--- src/rtl/rx_uart_byte.sv ---
// rx_uart_byte: oversampling UART receiver with optional parity, false-start rejection and break handling
module rx_uart_byte #(
  parameter int    CLOCK  = 10_000_000,
  parameter int    BAUD   = 1_000_000,
  parameter string PARITY = "NO"
) (
  input  logic       clk,
  input  logic       reset,
  input  logic       rx,
  output logic [7:0] rx_data,
  output logic       rx_done,
  output logic       rx_busy,
  output logic       parity_err,
  output logic       frame_err
);
  localparam int FACTOR = CLOCK / BAUD;
  localparam int CW = $clog2(FACTOR);
  localparam logic [CW-1:0] HALF = CW'(FACTOR / 2 - 1);
  localparam logic [CW-1:0] LAST = CW'(FACTOR - 1);
  localparam bit HAS_PAR = PARITY != "NO";
  localparam bit ODD = PARITY == "ODD";
  if (FACTOR < 4) begin : g_bad_factor
    $error("rx_uart_byte: CLOCK/BAUD must be at least 4");
  end
  if (PARITY != "NO" && PARITY != "ODD" && PARITY != "EVEN") begin : g_bad_parity
    $error("rx_uart_byte: PARITY must be NO, ODD or EVEN");
  end
  typedef enum logic [2:0] {IDLE, START, DATA, PARITY_BIT, STOP, BREAK} state_t;
  state_t state, state_n;
  logic rx_m, rx_s, rx_s_d;
  logic [CW-1:0] cnt;
  logic [2:0] bit_cnt;
  logic [7:0] shift;
  logic pbit, sample, start_edge, false_start, stop_smp;
  always_comb begin
    start_edge = state == IDLE && rx_s_d && !rx_s;
    sample = state == START ? cnt == HALF :
             (state == DATA || state == PARITY_BIT || state == STOP) ? cnt == LAST : 1'b0;
    false_start = state == START && sample && rx_s;
    stop_smp = state == STOP && sample;
    state_n = state;
    case (state)
      IDLE:       state_n = start_edge ? START : IDLE;
      START:      state_n = !sample ? START : rx_s ? IDLE : DATA;
      DATA:       state_n = !(sample && bit_cnt == 3'd7) ? DATA : HAS_PAR ? PARITY_BIT : STOP;
      PARITY_BIT: state_n = sample ? STOP : PARITY_BIT;
      STOP:       state_n = !sample ? STOP : rx_s ? IDLE : BREAK;
      BREAK:      state_n = rx_s ? IDLE : BREAK;
      default:    state_n = IDLE;
    endcase
  end
  always_ff @(posedge clk)
    if (reset) state <= IDLE;
    else state <= state_n;
  // The counter only runs inside a frame and restarts at every sample, so it never passes LAST.
  always_ff @(posedge clk) begin
    if (reset) begin
      rx_m       <= 1'b1;
      rx_s       <= 1'b1;
      rx_s_d     <= 1'b1;
      cnt        <= '0;
      bit_cnt    <= '0;
      shift      <= '0;
      pbit       <= 1'b0;
      rx_data    <= '0;
      rx_done    <= 1'b0;
      rx_busy    <= 1'b0;
      parity_err <= 1'b0;
      frame_err  <= 1'b0;
    end else begin
      rx_m    <= rx;
      rx_s    <= rx_m;
      rx_s_d  <= rx_s;
      cnt     <= (state == IDLE || state == BREAK || sample) ? '0 : cnt + CW'(1);
      rx_done <= stop_smp;
      rx_busy <= start_edge ? 1'b1 : (false_start || stop_smp) ? 1'b0 : rx_busy;
      if (state == START) bit_cnt <= '0;
      if (state == DATA && sample) begin
        shift   <= {rx_s, shift[7:1]};
        bit_cnt <= bit_cnt + 3'd1;
      end
      if (state == PARITY_BIT && sample) pbit <= rx_s;
      if (stop_smp) begin
        rx_data    <= shift;
        parity_err <= HAS_PAR && ((^shift ^ pbit) != ODD);
        frame_err  <= ~rx_s;
      end
    end
  end
endmodule

--- config.mk ---
export PLATFORM = sky130hd
export DESIGN_NAME = rx_uart_byte
export DESIGN_NICKNAME = d
export VERILOG_FILES = /design/src/rtl/rx_uart_byte.sv
export SDC_FILE = /design/constraint.sdc
export NUM_CORES = 1
export LEC_CHECK = 0
export BUFFER_PORTS_ARGS = -buffer_cell sky130_fd_sc_hd__buf_2
export CAP_MARGIN = 0
export CORE_UTILIZATION = 35
export CTS_CLUSTER_SIZE = 20
export DETAILED_ROUTE_END_ITERATION = 7
export GPL_ROUTABILITY_DRIVEN = 0
export GPL_TIMING_DRIVEN = 0
export PLACE_DENSITY = 0.5
export SLEW_MARGIN = 20
export SYNTH_ARGS = -nofsm -noshare
export SYNTH_HDL_FRONTEND = slang
export SYNTH_SLANG_ARGS = --single-unit
--- constraint.sdc ---
create_clock -name clk -period 1.6 [get_ports clk]
set_clock_uncertainty 0.15 [all_clocks]
set_input_delay 0.24 -clock clk [delete_from_list [all_inputs] [get_ports clk]]
set_output_delay 0.24 -clock clk [all_outputs]
set_load 0.005 [all_outputs]
==> impl_metrics.json, run 1 <==
{
  "status": "complete, but fails checks",
  "violations": "negative setup slack",
  "finalPower_mw": 1.49,
  "grt_max_degree": 11,
  "muxShareOfSynthArea_pct": 14.8,
  "area_delta_synth_final_pct": 26.1,
  "rsz0062_at_grt": "yes",
  "crit_path_start_kind": "flop",
  "end_kind": "flop",
  "gr-total-overflow": 0,
  "first_global_vias": 867,
  "yosysUniqueCellTypes": 32,
  "antenna_found_initial": 0,
  "fmax_ghz": 0.622,
  "vdd_ir_drop_max_mv": 0.543,
  "leakagePower_nw": 0.817,
  "port-buffer-count": 13,
  "synth_common_cells": "dfxtp_1 (32), nor2_1 (23), mux2i_1 (18), ha_1 (5)",
  "cts_made_buffers": 5,
  "fp-row-count": 21,
  "synth.most_common_cell": "dfxtp_1",
  "wl_per_cell_microns": 11.5,
  "design_area_sq_mm": 0.00163,
  "synth.avg_cell_area_sq_um": 10.0,
  "yosysSeqAreaShare_pct": 49.7,
  "timing.rr.start": "cnt[1]$_SDFF_PP0_",
  "diodes": 0,
  "placedCellCount": 188,
  "ant_nets": 0,
  "post-route-period-util_pct": 101,
  "synth_area_sq_mm": 0.00129,
  "hpwl_microns": 1500,
  "dieArea_sq_mm": 0.00393,
  "ys.flop_type": "dfxtp_1",
  "maxCapViolCount": 0,
  "worstSetupPathType": "reg -> reg",
  "finalCriticalPeriod_ns": 1.61,
  "powerDensity_mw_per_mm2": 915,
  "drive_above_1_share_pct": 30.3,
  "tns_ns": -0.00841,
  "worstReg2RegEnd": "state[0]$_SDFF_PP0_",
  "synth_top_cell_area_share_pct": 49.7,
  "synth_top_family_by_area": "simple AND/OR/NAND/NOR gates",
  "finalHoldWorstSlack_ns": 0.0522,
  "synth_compound_area_share_pct": 6.98,
  "synth_edf_count": 0,
  "cts_root_buf": "clkbuf_8",
  "ys_ff_latch": 32,
  "die_h_microns": 62.7,
  "clock-sinks": 32,
  "slew_violations": 0,
  "synth_simple_gate_area_share_pct": 18.1,
  "drt-total-wl_microns": 2320,
  "synth_nets": 137,
  "yosys_warnings": 0,
  "cp.arrival_ns": 1.65,
  "r2r.worst_path.cells": 8,
  "synth_xor_area_share_pct": 1.36,
  "hold_start": "reset",
  "drc": 0,
  "grt_pass1_wl_microns": 3960,
  "h-tree-depth": 2,
  "finalSetupViolCount": 1,
  "crit_required_ns": 1.65,
  "holdPathEnd": "rx_s$_SDFF_PP1_",
  "viasPerCell": 4.60,
  "grt_use_total_pct": 13.5,
  "rrSetupSlack_ns": -0.008,
  "cts_buffer_depth": 2,
  "yosysTopAreaCell": "dfxtp_1",
  "ios": 15,
  "dpl-instance-area_sq_mm": 0.00142,
  "holdPathStages": 2,
  "initial_core_util_pct": 37.5,
  "via_count": 925,
  "synth.area.top_cells": "dfxtp_1 (50%), mux2i_1 (14%), nor2_1 (6.7%)",
  "hold_viol_final": 0,
  "clkTransAtPathRegs_ns": 0.07,
  "fin_nets": 162,
  "worstHoldPathType": "in -> reg",
  "drt_iter0_drc": 28,
  "post-route-util_pct": 47.3,
  "drt-pass1-iter-count": 3,
  "core_sq_mm": 0.00344,
  "clock_latency_ns": 0.28,
  "fin_ws_ns": -0.00841,
  "cts_tree": "built",
  "place_ws_ns": -0.183,
  "crit_fanout": 5,
  "netlist_instances": 129,
  "fin_cells": 201,
  "die_w_microns": 62.7,
  "synthAdderAreaFrac_pct": 4.85,
  "async_flop_share_pct": 0
}
-- logic make-up (layout without fill, tap and decap cells) --
| family | count (synthesis) | after routing |
|---|---|---|
| and+or+nand+nor | 47 | 47 |
| AOI/OAI and AO/OA | 13 | 13 |
| buffers and inverters | 10 | 36 |
| adders and majority gates | 5 | 5 |
| DFF | 32 | 32 |
| xor gates and xnor gates | 2 | 2 |
| muxes | 19 | 19 |
| other | 1 | 1 |
-- metal layers --
metal	vias to the layer above	part of all wire (%)	routed length (microns)	global-route usage, %
met2	14	44	1020	19.8
met4	0	1.8	41	6.10
met3	6	4.2	97	6.02
li1	486	-	-	-
met5	-	0	0	0
met1	419	50	1160	16.9
-- where the power goes --
part           total [mW]  switching (mW)  internal [mW]
Sequential          0.810         0.00756          0.803
Combinational      0.0476          0.0271         0.0205
Clock               0.631           0.288          0.343
Total                1.49           0.323           1.17
-- worst max-delay path: stages, from the launching register on --
cell	delay, ns
dfxtp_2	0.33
inv_2	0.05
ha_4	0.14
and3b_1	0.16
buf_6	0.13
buf_4	0.13
o2bb2ai_1	0.15
nand2_1	0.09
a221oi_2	0.20
-- repair_timing --
item,in CTS,in global routing
setup endpoints to repair,25,24
hold buffers,1,0
hold endpoints to repair,1,0
buffers inserted,2,1
gates cloned,1,0
gates resized for setup,12,8
pin swaps,3,2
-- area by class of cell --
type,instances,area [sq um]
clock inverters,2,10.0
fillers,333,1820
inverters,3,11.3
well taps,46,57.6
plain buffers,7,61.3
multi-input cells,87,646
flip-flops and latches,32,649
repair buffers,18,109
clock buffers,6,82.6
-- worst max path at each step --
stage                           start                      end  cells after the start
floorplan           cnt[1]$_SDFF_PP0_  bit_cnt[1]$_SDFFE_PP0P_                      8
global placement    cnt[1]$_SDFF_PP0_    shift[7]$_SDFFE_PP0P_                      8
detailed placement  cnt[1]$_SDFF_PP0_  bit_cnt[1]$_SDFFE_PP0P_                      8
CTS                 cnt[0]$_SDFF_PP0_      state[0]$_SDFF_PP0_                      6
global route        cnt[1]$_SDFF_PP0_        cnt[1]$_SDFF_PP0_                      7
finish              cnt[1]$_SDFF_PP0_      state[0]$_SDFF_PP0_                      8
-- sequential cells by signal, summed over array words and instances, names as in the netlist --
register   count
rx_done        1
state          3
shift          8
rx_s           1
cnt            4
rx_data        8
bit_cnt        3
rx_busy        1
frame_err      1
rx_m           1
rx_s_d         1
-- layout by cell type (no fill, tap or decap), types with 2 or more instances in the layout --
master | Yosys | final
dfxtp_1 | 32 | 27
nor2_1 | 23 | 23
mux2i_1 | 18 | 18
buf_2 | 1 | 13
clkbuf_8 | 0 | 6
nor3_1 | 4 | 4
nand2_1 | 4 | 4
or2_2 | 4 | 4
ha_1 | 5 | 4
buf_4 | 3 | 4
dfxtp_2 | 0 | 4
clkbuf_1 | 3 | 3
buf_6 | 0 | 3
o21ai_0 | 3 | 3
inv_1 | 3 | 2
and3b_1 | 2 | 2
and2_1 | 2 | 2
nand3_1 | 3 | 2
a21oi_1 | 3 | 2
clkinv_2 | 0 | 2
Note: power is estimated with default switching activity, not from simulation.
==> run 2, diff against run 1 <==
--- a/config.mk
+++ b/config.mk
@@ -5,14 +5,15 @@
 export SDC_FILE = /design/constraint.sdc
 export NUM_CORES = 1
 export LEC_CHECK = 0
+export ABC_AREA = 1
 export BUFFER_PORTS_ARGS = -buffer_cell sky130_fd_sc_hd__buf_2
 export CAP_MARGIN = 0
-export CORE_UTILIZATION = 35
+export CORE_UTILIZATION = 30
 export CTS_CLUSTER_SIZE = 20
 export DETAILED_ROUTE_END_ITERATION = 7
 export GPL_ROUTABILITY_DRIVEN = 0
 export GPL_TIMING_DRIVEN = 0
-export PLACE_DENSITY = 0.5
+export PLACE_DENSITY = 0.44
 export SLEW_MARGIN = 20
 export SYNTH_ARGS = -nofsm -noshare
 export SYNTH_HDL_FRONTEND = slang
==> impl_metrics.json, run 2 <==
{
  "status": "completed",
  "drt-pass1-iter-count": 4,
  "fp-row-count": 24,
  "holdPathStages": 2,
  "rrSetupSlack_ns": 0.08,
  "viasPerCell": 4.62,
  "grt_max_degree": 11,
  "port-buffer-count": 12,
  "end_kind": "flop",
  "synth_edf_count": 0,
  "slew_violations": 0,
  "slew_headroom_pct": 63.5,
  "fin_cells": 247,
  "diodes": 0,
  "fin_nets": 202,
  "hold_viol_final": 0,
  "leakagePower_nw": 0.660,
  "synth.most_common_cell": "nand2_1",
  "drt_iter0_drc": 75,
  "area_delta_synth_final_pct": 21.6,
  "finalCriticalPeriod_ns": 1.52,
  "ant_nets": 0,
  "vdd_ir_drop_max_mv": 0.417,
  "worstSetupPathType": "reg -> reg",
  "netlist_instances": 170,
  "fin_ws_ns": 0.0841,
  "cts_made_buffers": 5,
  "yosys_warnings": 0,
  "via_count": 1140,
  "layout_common_cells": "nand2_1 (49), dfxtp_1 (29), a21oi_1 (24)",
  "crit_required_ns": 1.60,
  "fmax_ghz": 0.660,
  "async_flop_share_pct": 0,
  "post-route-util_pct": 37.8,
  "place_ws_ns": -0.0888,
  "initial_core_util_pct": 31.1,
  "final_common_cell": "nand2_1",
  "ys.flop_type": "dfxtp_1",
  "synth_nets": 178,
  "core_sq_mm": 0.00435,
  "yosysUniqueCellTypes": 27,
  "synth_top_cell_area_share_pct": 47.3,
  "top_regs": "rx_data: 8 flops, shift: 8 flops, cnt: 4 flops",
  "cts_tree": "built",
  "first_global_vias": 1137,
  "die_h_microns": 69.2,
  "ys_ff_latch": 32,
  "worstMarginPinSlew_ns": 0.547,
  "post-route-period-util_pct": 94.7,
  "clock-sinks": 32,
  "gr-total-overflow": 0,
  "placedCellCount": 234,
  "dieArea_sq_mm": 0.00479,
  "rsz0062_at_grt": "yes",
  "hpwl_microns": 1920,
  "crit_path_start_kind": "flop",
  "finalSetupViolCount": 0,
  "die_w_microns": 69.2,
  "synth_area_sq_mm": 0.00135,
  "cp.arrival_ns": 1.52,
  "powerDensity_mw_per_mm2": 991,
  "r2r.worst_path.cells": 7,
  "grt_use_total_pct": 13.2,
  "finalPower_mw": 1.63,
  "yosysTopAreaCell": "dfxtp_1",
  "cts_buffer_depth": 2,
  "clkTransAtPathRegs_ns": 0.07,
  "h-tree-depth": 2,
  "grt_pass1_wl_microns": 4910,
  "drc": 0,
  "synth.avg_cell_area_sq_um": 7.96,
  "synth.area.top_cells": "dfxtp_1 (47%), nand2_1 (14%), a21oi_1 (8.9%)",
  "ios": 15,
  "maxCapViolCount": 0,
  "drt-total-wl_microns": 2850,
  "worstHoldPathType": "in -> reg",
  "final.fill_count": 449,
  "antenna_found_initial": 0,
  "yosysSeqAreaShare_pct": 47.3,
  "synth_common_cells": "nand2_1 (50), dfxtp_1 (32), a21oi_1 (24), inv_1 (11), nor2_1 (8)",
  "drive_above_1_share_pct": 25.1,
  "clock_latency_ns": 0.29,
  "tns_ns": 0,
  "wl_per_cell_microns": 11.5,
  "cts_root_buf": "clkbuf_8",
  "crit_fanout": 8
}
[run 2: cell count changes after synthesis, sizes merged, moves of 5 or more]
| cell | previous run | this run |
|---|---|---|
| a21oi | 3 | 26 |
| inv | 3 | 15 |
| mux2i | 18 | 0 |
| nand2 | 4 | 54 |
| nand4 | 0 | 5 |
| nor2 | 23 | 9 |
[run 2: final cells by class]
type                       count  area (sq um)  area share (%)
timing repair buffer          16          96.3            5.85
tap                           52          65.1            3.95
buffer                         7          52.6            3.19
multi-input combinational    115           613            37.2
inverter                      16          61.3            3.72
clock buffer                   6          72.6            4.41
timing repair inverter         1          3.75           0.228
sequential                    32           647            39.3
clock inverter                 2          35.0            2.13
[run 2: what timing repair did]
item,4_1_cts,5_1_grt
buffers inserted,2,1
cloned,1,0
hold buffers,1,0
setup endpoints to repair,21,27
pin swaps,1,2
gates resized for setup,4,8
endpoints found under the hold margin,1,0
[run 2: through the flow]
stage	cell area, sq um	hold slack (ns)
after floorplan	1350	0.194
after global placement	1480	0.247
after detailed placement	1480	0.249
after CTS	1620	0.234
after global routing	1650	0.266
final	1650	0.243
[run 2: worst max-delay path, stage by stage (launching register included)]
cell and delay (ns):
dfxtp_1 0.30, buf_4 0.16, nor3_4 0.24, inv_1 0.11, nand2_2 0.11, nand2_2 0.08
o21bai_1 0.15, a21oi_1 0.09
[run 2: metal layers]
layer	vias to the layer above	wire length, microns	share of wire [%]	global-route usage [%]
li1	588	-	-	-
met1	511	1370	48	16.3
met2	32	1240	43	20.1
met3	9	176	6.2	5.38
met4	0	68	2.4	6.12
met5	-	0	0	0
[run 2: worst paths after layout]
kind / start / to
setup / recovery: state[1]$_SDFF_PP0_ / state[2]$_SDFF_PP0_
hold / removal: reset / rx_data[3]$_SDFFE_PP0P_
setup reg to reg: state[1]$_SDFF_PP0_ / state[2]$_SDFF_PP0_
hold reg to reg: rx_m$_SDFF_PP1_ / rx_s$_SDFF_PP1_
[run 2: kinds of logic after synthesis]
logic type | synth area share (%)
AND/OR/NAND/NOR | 27.3
flip-flops | 47.3
AO/OA/AOI/OAI | 11.6
buffers and inverters | 7.58
adder cells (fa/ha/maj) | 4.62
XOR/XNOR | 1.29
other | 0.277
[run 2: power breakdown]
part	switching, mW	leakage (nW)	total [mW]	internal (mW)
Clock	0.307	0.0552	0.769	0.462
Sequential	0.00496	0.260	0.807	0.802
Combinational	0.0374	0.344	0.0552	0.0178
Total	0.350	0.660	1.63	1.28
